--- config.mk ---
export PLATFORM = sky130hd
export DESIGN_NAME = rv_irq_arbiter
export DESIGN_NICKNAME = d
export VERILOG_FILES = /design/src/rtl/rv_irq_pkg.sv /design/src/rtl/rv_irq_prio_tree.sv /design/src/rtl/rv_irq_arbiter.sv
export SDC_FILE = /design/constraint.sdc
export NUM_CORES = 1
export LEC_CHECK = 0
export BUFFER_PORTS_ARGS = -buffer_cell sky130_fd_sc_hd__buf_2
export CAP_MARGIN = 40
export CELL_PAD_IN_SITES_DETAIL_PLACEMENT = 0
export CELL_PAD_IN_SITES_GLOBAL_PLACEMENT = 2
export CORE_MARGIN = 2
export CORE_UTILIZATION = 25
export CTS_CLUSTER_SIZE = 16
export DETAILED_ROUTE_END_ITERATION = 8
export GPL_TIMING_DRIVEN = 0
export HOLD_SLACK_MARGIN = 0.12
export PLACE_DENSITY = 0.68
export SLEW_MARGIN = 20
export SYNTH_ARGS = -nofsm -noshare
export SYNTH_HDL_FRONTEND = slang
export SYNTH_SLANG_ARGS = --single-unit
export TNS_END_PERCENT = 5
--- constraint.sdc ---
create_clock -name clk -period 10.47 [get_ports clk]
set_input_delay 0.5235 -clock clk [delete_from_list [all_inputs] [get_ports clk]]
set_output_delay 0.5235 -clock clk [all_outputs]
set_load 0.02 [all_outputs]
--- src/rtl/rv_irq_pkg.sv ---
`default_nettype none
// ============================================================================
// Module      : rv_irq_pkg
// Description : Shared constants for the rv_irq_arbiter interrupt arbiter:
//               register byte offsets, interrupt ID width, the priority field
//               type and a source-index to interrupt-ID helper.
// Revision    : 1.0 - initial release
// ============================================================================
package rv_irq_pkg;

    // Interrupt IDs are 5 bits wide. ID 0 means "no interrupt", so source
    // index i is reported as ID i+1.
    localparam int ID_W = 5;

    // Register byte offsets
    localparam logic [7:0] REG_PENDING   = 8'h00;
    localparam logic [7:0] REG_ENABLE    = 8'h04;
    localparam logic [7:0] REG_EDGE      = 8'h08;
    localparam logic [7:0] REG_THRESHOLD = 8'h0C;
    localparam logic [7:0] REG_CLAIM     = 8'h10;
    localparam logic [7:0] REG_PRIO_BASE = 8'h40;

    // Priority field type for the default PRIO_W of 3. Modules that are
    // built with a different PRIO_W declare logic [PRIO_W-1:0] directly.
    localparam int DEF_PRIO_W = 3;
    typedef logic [DEF_PRIO_W-1:0] prio_t;

    // Convert a zero-based source index into its interrupt ID
    function automatic logic [ID_W-1:0] src_id(input int idx);
        return ID_W'(idx + 1);
    endfunction

endpackage : rv_irq_pkg
`default_nettype wire

--- src/rtl/rv_irq_prio_tree.sv ---
`default_nettype none
// ============================================================================
// Module      : rv_irq_prio_tree
// Description : Combinational winner selection. Among the eligible sources,
//               picks the one with the highest priority; equal priorities
//               resolve to the lowest source index. Outputs the winner's
//               interrupt ID (index+1), or 0 when nothing is eligible.
// Revision    : 1.0 - initial release
// ============================================================================
module rv_irq_prio_tree
    import rv_irq_pkg::*;
#(
    parameter int NUM_SRC = 8,
    parameter int PRIO_W  = 3
) (
    input  logic [NUM_SRC-1:0]             elig_i,
    input  logic [NUM_SRC-1:0][PRIO_W-1:0] prio_i,
    output logic [ID_W-1:0]                id_o
);

    logic [PRIO_W-1:0] best_prio;
    logic [ID_W-1:0]   best_id;

    // Scan from the lowest index upwards; only a strictly greater priority
    // replaces the current winner, so ties keep the lower index.
    always_comb begin
        best_prio = '0;
        best_id   = '0;
        for (int i = 0; i < NUM_SRC; i++) begin
            if (elig_i[i] && ((best_id == '0) || (prio_i[i] > best_prio))) begin
                best_prio = prio_i[i];
                best_id   = src_id(i);
            end
        end
    end

    assign id_o = best_id;

endmodule : rv_irq_prio_tree
`default_nettype wire

--- src/rtl/rv_irq_arbiter.sv ---
`default_nettype none
// ============================================================================
// Module      : rv_irq_arbiter
// Description : Platform-level interrupt arbiter for NUM_SRC sources with
//               per-source edge/level mode, enable, priority, a global
//               threshold and a claim/complete handshake. Drives a registered
//               ext_irq and the registered ID of the winning source.
//               Build option RV_IRQ_SYNC_EN: pass every irq_src bit through a
//               2-flop synchroniser (adds 2 cycles of input latency).
// Revision    : 1.0 - initial release
// ============================================================================
module rv_irq_arbiter
    import rv_irq_pkg::*;
#(
    parameter int NUM_SRC = 8,
    parameter int PRIO_W  = 3
) (
    input  logic               clk,
    input  logic               reset_n,
    input  logic [NUM_SRC-1:0] irq_src,
    input  logic [7:0]         reg_addr,
    input  logic [31:0]        reg_wdata,
    input  logic               reg_write,
    input  logic               reg_read,
    output logic [31:0]        reg_rdata,
    output logic               ext_irq,
    output logic [ID_W-1:0]    best_id
);

    logic [NUM_SRC-1:0]             src_s;
    logic [NUM_SRC-1:0]             hist_q;
    logic [NUM_SRC-1:0]             pending_q, pending_d;
    logic [NUM_SRC-1:0]             in_service_q, in_service_d;
    logic [NUM_SRC-1:0]             enable_q, edge_q;
    logic [PRIO_W-1:0]              thresh_q;
    logic [NUM_SRC-1:0][PRIO_W-1:0] prio_q;
    logic [ID_W-1:0]                best_id_q, win_id;
    logic                           ext_irq_q;

`ifdef RV_IRQ_SYNC_EN
    logic [NUM_SRC-1:0] sync1_q, sync2_q;

    // Two-flop synchroniser for sources that are asynchronous to clk
    always_ff @(posedge clk or negedge reset_n) begin
        if (!reset_n) begin
            sync1_q <= '0;
            sync2_q <= '0;
        end else begin
            sync1_q <= irq_src;
            sync2_q <= sync1_q;
        end
    end

    assign src_s = sync2_q;
`else
    assign src_s = irq_src;
`endif

    // ---------------------------------------------------------------- decode
    logic       sel_enable, sel_edge, sel_thresh, sel_claim, prio_hit;
    logic [7:0] prio_off;
    logic [5:0] prio_idx;

    assign sel_enable = (reg_addr == REG_ENABLE);
    assign sel_edge   = (reg_addr == REG_EDGE);
    assign sel_thresh = (reg_addr == REG_THRESHOLD);
    assign sel_claim  = (reg_addr == REG_CLAIM);
    assign prio_off   = reg_addr - REG_PRIO_BASE;
    assign prio_idx   = prio_off[7:2];
    assign prio_hit   = (reg_addr >= REG_PRIO_BASE) && (prio_off[1:0] == 2'b00)
                        && ({2'b00, prio_idx} < 8'(NUM_SRC));

    // ------------------------------------------------------ claim / complete
    logic               claim, complete;
    logic [ID_W-1:0]    comp_id;
    logic [NUM_SRC-1:0] claim_mask, comp_mask, rise, above_thr, elig;

    // A claim only has side effects when there is a winner to hand out
    assign claim    = reg_read && sel_claim && (best_id_q != '0);
    assign complete = reg_write && sel_claim;
    assign comp_id  = reg_wdata[ID_W-1:0];

    // One-hot decode of claimed/completed IDs and per-source threshold compare.
    // IDs 0 and > NUM_SRC match no source, so they fall out naturally.
    always_comb begin
        claim_mask = '0;
        comp_mask  = '0;
        above_thr  = '0;
        for (int i = 0; i < NUM_SRC; i++) begin
            claim_mask[i] = claim && (best_id_q == src_id(i));
            comp_mask[i]  = complete && (comp_id == src_id(i));
            above_thr[i]  = (prio_q[i] > thresh_q);
        end
    end

    // Edge sources latch a rising edge until claimed (a new edge wins over a
    // simultaneous claim); level sources simply follow the input.
    assign rise         = src_s & ~hist_q;
    assign pending_d    = (edge_q & ((pending_q & ~claim_mask) | rise)) | (~edge_q & src_s);
    // Completing a source that is not in service clears nothing
    assign in_service_d = (in_service_q & ~comp_mask) | claim_mask;
    assign elig         = pending_q & enable_q & ~in_service_q & above_thr;

    // Pending, in-service and edge-detect history state
    always_ff @(posedge clk or negedge reset_n) begin
        if (!reset_n) begin
            hist_q       <= '0;
            pending_q    <= '0;
            in_service_q <= '0;
        end else begin
            hist_q       <= src_s;
            pending_q    <= pending_d;
            in_service_q <= in_service_d;
        end
    end

    // Software-programmable configuration registers, truncated to field width
    always_ff @(posedge clk or negedge reset_n) begin
        if (!reset_n) begin
            enable_q <= '0;
            edge_q   <= '0;
            thresh_q <= '0;
            prio_q   <= '0;
        end else if (reg_write) begin
            if (sel_enable) enable_q <= reg_wdata[NUM_SRC-1:0];
            if (sel_edge)   edge_q   <= reg_wdata[NUM_SRC-1:0];
            if (sel_thresh) thresh_q <= reg_wdata[PRIO_W-1:0];
            for (int i = 0; i < NUM_SRC; i++) begin
                if (prio_hit && (prio_idx == 6'(i))) begin
                    prio_q[i] <= reg_wdata[PRIO_W-1:0];
                end
            end
        end
    end

    rv_irq_prio_tree #(
        .NUM_SRC (NUM_SRC),
        .PRIO_W  (PRIO_W)
    ) u_prio_tree (
        .elig_i (elig),
        .prio_i (prio_q),
        .id_o   (win_id)
    );

    // Register the winner one cycle after eligibility settles
    always_ff @(posedge clk or negedge reset_n) begin
        if (!reset_n) begin
            best_id_q <= '0;
            ext_irq_q <= 1'b0;
        end else begin
            best_id_q <= win_id;
            ext_irq_q <= (win_id != '0);
        end
    end

    assign best_id = best_id_q;
    assign ext_irq = ext_irq_q;

    // Combinational read mux; the bus reads 0 when no read is in progress
    always_comb begin
        reg_rdata = '0;
        if (reg_read) begin
            case (reg_addr)
                REG_PENDING:   reg_rdata = 32'(pending_q);
                REG_ENABLE:    reg_rdata = 32'(enable_q);
                REG_EDGE:      reg_rdata = 32'(edge_q);
                REG_THRESHOLD: reg_rdata = 32'(thresh_q);
                REG_CLAIM:     reg_rdata = 32'(best_id_q);
                default: begin
                    for (int i = 0; i < NUM_SRC; i++) begin
                        if (prio_hit && (prio_idx == 6'(i))) begin
                            reg_rdata = 32'(prio_q[i]);
                        end
                    end
                end
            endcase
        end
    end

    // Write-data bits above the widest field are intentionally ignored
    logic unused_wdata;
    assign unused_wdata = ^reg_wdata;

endmodule : rv_irq_arbiter
`default_nettype wire

==> results of run 1 <==
[flip-flops by register name (all words and copies together) (netlist names)]
| name | cells |
|---|---|
| best_id | 4 |
| edge_q | 8 |
| enable_q | 8 |
| ext_irq | 1 |
| hist_q | 8 |
| in_service_q | 8 |
| pending_q | 8 |
| prio_q | 24 |
| thresh_q | 3 |
[where the power goes]
group / total [mW] / internal [mW] / switching [mW]
combinational: 0.162 / 0.0712 / 0.0913
sequential: 0.307 / 0.292 / 0.0154
clock: 0.419 / 0.304 / 0.115
total: 0.889 / 0.667 / 0.222
[final timing paths]
| path | end | startpoint |
|---|---|---|
| setup / recovery | best_id[3]$_DFF_PN0_ | thresh_q[2]$_DFFE_PN0P_ |
| hold / removal | hist_q[3]$_DFF_PN0_ | irq_src[3] |
| setup reg to reg | best_id[3]$_DFF_PN0_ | thresh_q[2]$_DFFE_PN0P_ |
| hold reg to reg | in_service_q[3]$_DFF_PN0_ | in_service_q[3]$_DFF_PN0_ |
| max in group asynchronous | thresh_q[0]$_DFFE_PN0P_ | reset_n |
| min in group asynchronous | hist_q[7]$_DFF_PN0_ | reset_n |
[critical path: cells and delay by family, from the launching register on]
| family | cells | cell delay [ns] |
|---|---|---|
| compound gates | 26 | 4.27 |
| simple gates | 13 | 2.04 |
| fa+ha+maj | 8 | 1.82 |
| buf+inv | 7 | 0.75 |
| mux | 2 | 0.62 |
| flops | 1 | 0.39 |
[cell families after synthesis]
kind of cell	after synthesis
AO/OA/AOI/OAI	133
adder cells (fa/ha/maj)	41
buffers and inverters	62
flip-flops	72
multiplexers	55
other	1
AND/OR/NAND/NOR	171
[cell usage after synthesis, drive strengths merged (4+ instances only)]
cell type | instances | area, um2
and3 | 6 | 42.5
a211o | 4 | 38.8
dfrtp | 72 | 1800
mux2 | 44 | 499
clkbuf | 10 | 37.5
buf | 28 | 200
nand3 | 10 | 50.1
a31oi | 11 | 83.8
nand2b | 5 | 31.3
nand4 | 6 | 37.5
nand3b | 4 | 42.5
o21ai | 32 | 164
nor4 | 6 | 37.5
ha | 41 | 513
mux4 | 5 | 113
o22ai | 4 | 25.0
a211oi | 6 | 45.0
a21o | 7 | 52.6
a32o | 8 | 80.1
nor3 | 6 | 30.0
o21a | 7 | 52.6
a22oi | 5 | 37.5
nor2 | 43 | 161
nand2 | 61 | 229
inv | 24 | 90.1
mux2i | 6 | 60.1
o211ai | 4 | 30.0
a21oi | 25 | 133
nor2b | 11 | 68.8
[area by class of cell]
type                       count  area (um2)  area share
clock buffer                   9         225      0.0336
timing repair buffer          69         443      0.0662
buffer                        38         248      0.0370
sequential                    72        1800       0.269
tap                          270         338      0.0505
clock inverter                 6         180      0.0269
inverter                      24        97.6      0.0146
multi-input combinational    425        3360       0.502
[per-layer routing]
layer  wire, um  vias up
met3        637       21
met5          0        -
met1       7390     2250
met4        342        0
met2       7660      109
li1           -     2135
[repair_timing]
action                     in CTS  in global routing
pin swaps                       4                 28
setup buffers                  10                 16
setup endpoints to repair       5                  4
hold buffers                    1                  0
resized for setup              28                 35
hold endpoints to repair       17                  0
==> summary.md, run 1 <==
| Metric | Value |
|---|---|
| Later-pin clock latency in the skew report | `0.33 ns` |
| Max-Cap Viols | `0` |
| Final Skew | `0.00664 ns` |
| Yosys warnings | `0` |
| Routed WL | `16.0 mm` |
| Placed insts | `870` |
| Final nets | `732` |
| GRT Total Usage | `0.146` |
| Syn avg cell area | `9.53 um2` |
| Post-synth EDFFs | `0` |
| Met1 global-route usage | `0.199` |
| Clock tree buffer depth | `2` |
| Sink Count | `72` |
| RSZ-0062 raised after global routing | `true` |
| Adder-Cell Fraction of Synth Area | `0.101` |
| Post-DP Area | `5760 um2` |
| Ys flop type | `dfrtp_1` |
| DR WL/cell | `17.6 um` |
| Clock tree root driver cell | `clkbuf_16` |
| Synth Area in Compound Gates | `0.185` |
| Initial Utilization | `0.254` |
| Drt drc | `0` |
| Crit share post-route | `0.962` |
| Yosys cell types | `64` |
| Hold Crit Depth | `1` |
| Pwr Total | `0.889 mW` |
| TritonCTS clock tree | `built` |
| Hold violation count in the final report | `0` |
| Initial antenna violation count | `0` |
| Met2 Use GR | `0.239` |
| Post-route ant nets | `0` |
| Syn-to-layout area delta | `31.3%` |
| Chip Width | `147 um` |
| # fillers | `2075` |
| Vias in the first global route | `4398` |
| Slew headroom | `0.473` |
| Die area | `21500 um2` |
| Core footprint | `20100 um2` |
| Slowest cell delay on critical path | `0.41 ns` |
| Largest net degree at the start of global routing | `56` |
| # setup viols final | `0` |
| WS Path Type | `reg2reg` |
| Mux cell area share after synthesis | `0.132` |
| Post-route cell area | `6700 um2` |
| Ports | `90` |
| Sequential area share after synthesis | `0.353` |
| IO buf count | `38` |
| Gate Count Post-Synth | `535` |
| Layout cells sized above 1 | `0.337` |
| Grt ovf | `0` |
| Pwr/cell area | `133 nW/um2` |
| Status | `finished, final reports clean` |
| Post-DP HPWL | `11.9 mm` |
| Critical Path RT | `10.68 ns` |
| Final core utilization | `0.333` |
| Routability-driven placement congestion ratio | `0.829` |
| #FFs+latches synth | `72` |
| Largest family of logic cells by synthesized area | `compound AO/OA/AOI/OAI gates` |
| Max Slew Vio Count | `0` |
| CTS H-tree lvls | `3` |
| Die Height | `147 um` |
| Worst Hold Slack | `0.313 ns` |
| Synthesized cell area | `5100 um2` |
| Met3 GRT Util | `0.0217` |
| Post-Synth XOR/XNOR Area | `0` |
| Most frequent cells in the layout | `71 x dfrtp_1, 58 x nand2_1, 53 x buf_4` |
| Most used routing layer | `met2` |
| FF-to-FF setup slack | `0.40 ns` |
| Pre-CTS WS | `-1.62 ns` |
| TritonRoute pass-1 iters | `4` |
| Slowest cell on crit path | `or4_4` |
| DR vias/cell | `4.95` |
| First-pass GRT wire length | `24.4 mm` |
| Worst-Margin Slew | `0.791 ns` |
| Routed vias | `4515` |
| R2R depth | `56` |
| Fmax | `99.3 MHz` |
| N_diodes | `0` |
| Std cell rows | `52` |
| Final setup TNS | `0 ns` |
| Final min period | `10.07 ns` |
| Data arrival, critical path | `10.27 ns` |
| CP Capture Type | `flop` |
| Worst VDD drop | `0.0000843 V` |
| Most common cell after layout, fill and taps aside | `dfrtp_1` |
| CTS Buf Count | `9` |
| Simple-Gate Fraction of Synth Area | `0.164` |
| CP startpoint kind | `flop` |
| Fin worst setup slack | `0.401 ns` |
| Hold Path Class | `in2reg` |
| Drt initial violations | `239` |
| Critical Path Fanout Max | `5` |
| Clock transition at path regs | `0.06 ns` |
| Leakage power | `3.05 nW` |
| Final Instance Count excl. Fillers | `913` |
| FFs w/ async S/R, synth | `1.00` |
Power figures use the tool's default switching activity.
==> inputs of run 2 (changes only) <==
- CORE_UTILIZATION: 25 -> 32
- PLACE_DENSITY: 0.68 -> 0.82
==> run 2 against run 1 <==
  * Critical path depth is 2 lower
  * Hold slack lost 0.0035 ns
  * Wire length shrank 5.1%
  * Global-route usage grew 3.8 points
  * Final area decreased by 0.73%
  * Combinational power up 5%
  * Die area fell by 21%
  * Critical path type unchanged
  * Final cell count down 4.4%
  * First-iteration DRC count grew 4.6%
  * Register-to-register slack got worse by 0.04 ns
  * Sequential power barely moved
==> summary.md, run 2 (synthesis gave the netlist of run 1 again) <==
| Metric | Value |
|---|---|
| Sink Count | `72 (unchanged)` |
| Crit share post-route | `0.966 (+0.00410)` |
| Slowest cell on crit path | `dfrtp_2` |
| Slew headroom | `0.497 (+0.0249)` |
| Clock tree root driver cell | `clkbuf_16` |
| TritonCTS clock tree | `built` |
| Routed WL | `15.2 mm (-5.1%)` |
| Layout cells sized above 1 | `0.344 (+0.00651)` |
| Chip Width | `130 um (-11%)` |
| Clock tree buffer depth | `2 (unchanged)` |
| # setup viols final | `0 (unchanged)` |
| Final Skew | `0.00733 ns (+0.000691 ns)` |
| DR vias/cell | `5.26 (+6.4%)` |
| N_diodes | `0 (unchanged)` |
| Post-DP HPWL | `11.2 mm (-5.6%)` |
| Drt initial violations | `250 (+4.6%)` |
| Later-pin clock latency in the skew report | `0.34 ns (about the same)` |
| Largest net degree at the start of global routing | `60 (+7.1%)` |
| Post-route ant nets | `0 (unchanged)` |
| CTS H-tree lvls | `3 (unchanged)` |
| CTS Buf Count | `9 (unchanged)` |
| First-pass GRT wire length | `24.0 mm (-1.8%)` |
| Hold violation count in the final report | `0 (unchanged)` |
| Worst Setup EP | `best_id[3]$_DFF_PN0_` |
| WS Path Type | `reg2reg` |
| Leakage power | `3.10 nW (+1.6%)` |
| Final core utilization | `0.423 (+0.0900)` |
| Syn-to-layout area delta | `30.4%` |
| Top cell by count, worst path | `ha_1` |
| Wl on met1 | `7.02 mm (-5.0%)` |
| Hold Path Class | `in2reg` |
| Grt ovf | `0 (unchanged)` |
| Status | `finished, final reports clean` |
| Vias in the first global route | `4513 (+2.6%)` |
| Die Height | `130 um (-11%)` |
| IO buf count | `38 (unchanged)` |
| Die area | `17000 um2 (-21%)` |
| R2R depth | `54 (-3.6%)` |
| Core footprint | `15700 um2 (-22%)` |
| Initial Utilization | `0.324 (+0.0709)` |
| Clock transition at path regs | `0.06 ns (about the same)` |
| DR WL/cell | `17.4 um (-0.79%)` |
| Final nets | `746 (+1.9%)` |
| Initial antenna violation count | `0 (unchanged)` |
| R2r endpoint | `best_id[3]$_DFF_PN0_` |
| Post-route cell area | `6650 um2 (-0.73%)` |
| Pwr/cell area | `128 nW/um2 (-4.0%)` |
| Data arrival, critical path | `10.32 ns (+0.05 ns)` |
| Post-DP Area | `5690 um2 (-1.3%)` |
| Std cell rows | `46 (-12%)` |
| CP startpoint kind | `flop` |
| GRT Total Usage | `0.184 (+0.0379)` |
| Top reg by flops | `prio_q` |
| Most frequent cells in the layout | `71 x dfrtp_1, 66 x buf_4, 59 x nand2_1` |
| Met3 WL | `592 um (-7.1%)` |
| CP Capture Type | `flop` |
| CP Launch Point | `thresh_q[0]$_DFFE_PN0P_` |
| Critical Path RT | `10.68 ns (about the same)` |
| Worst VDD drop | `0.000120 V (+42%)` |
| Slowest cell delay on critical path | `0.52 ns (+0.11 ns)` |
| Most common cell after layout, fill and taps aside | `dfrtp_1` |
| DR WL met2 | `7.24 mm (-5.5%)` |
| FF-to-FF setup slack | `0.36 ns (-0.04 ns)` |
| TritonRoute pass-1 iters | `4 (unchanged)` |
| Max reg flops | `24 (unchanged)` |
| Max layer used | `met4` |
| Drt drc | `0 (unchanged)` |
| Max Slew Vio Count | `0 (unchanged)` |
| Critical Path Fanout Max | `10 (+5)` |
| Fmax | `98.9 MHz (-0.42%)` |
| Ports | `90 (unchanged)` |
| Worst reg2reg startpoint | `thresh_q[0]$_DFFE_PN0P_` |
| Final min period | `10.11 ns (+0.0429 ns)` |
| Worst-Margin Slew | `0.747 ns (-0.0442 ns)` |
| Routability-driven placement congestion ratio | `0.889 (+7.2%)` |
| Routed vias | `4593 (+1.7%)` |
| Max-Cap Viols | `0 (unchanged)` |
run 2: stage by stage:
stage	std cells	setup WS, ns	hold slack (ns)	power (mW)	TNS [ns]
4_1_cts	850	0.0238	0.298	0.837	0
5_1_grt	873	-0.0837	0.306	0.881	-0.239
3_5_place_dp	815	-1.63	0.398	0.444	-6.24
6_report	873	0.358	0.309	0.847	0
2_1_floorplan	559	0.473	0.228	0.400	0
3_3_place_gp	813	-1.48	0.464	0.439	-5.59
run 2: report_power, final:
group          switching (mW)  total (mW)  leakage, nW  internal [mW]
Sequential             0.0155       0.307        0.931          0.292
Combinational          0.0913       0.170         2.00         0.0783
Clock                   0.116       0.370        0.171          0.255
run 2: per-layer routing:
metal,track usage,up-vias
met1,0.248,2257
met4,0.0677,0
li1,-,2176
met2,0.302,127
met3,0.0262,33
met5,0,-
run 2: critical path, delay by kind of cell (launching register included):
kind	cells	cell delay, ns
flip-flops	1	0.52
AND/OR/NAND/NOR	16	2.23
multiplexers	2	0.51
buffers and inverters	2	0.26
AO/OA/AOI/OAI	26	4.23
adder cells (fa/ha/maj)	8	2.20
run 2: how the worst min path moves through the flow:
stage,cells after the start,startpoint,endpoint,slack (ns)
2_1_floorplan,0,reset_n,best_id[0]$_DFF_PN0_,0.23
5_1_grt,1,irq_src[6],hist_q[6]$_DFF_PN0_,0.31
6_report,1,irq_src[6],hist_q[6]$_DFF_PN0_,0.31
3_5_place_dp,1,reset_n,edge_q[5]$_DFFE_PN0P_,0.40
4_1_cts,1,irq_src[6],hist_q[6]$_DFF_PN0_,0.30
3_3_place_gp,2,in_service_q[3]$_DFF_PN0_,in_service_q[3]$_DFF_PN0_,0.46
run 2: repair_timing:
action                     CTS  global route
buffers inserted            19            21
hold buffers                 1             0
resized for setup           27            31
hold endpoints to repair    13             0
setup endpoints to repair    5             4
pin swaps                    9            26
run 2: area by class of cell:
type,instances,area (um2)
Timing Repair Buffer,83,552
Clock buffer,9,225
Clock inverter,6,133
Sequential cell,72,1800
Fill cell,1520,9070
Inverter,24,97.6
Multi-Input combinational cell,425,3320
Tap cell,216,270
Buffer,38,248
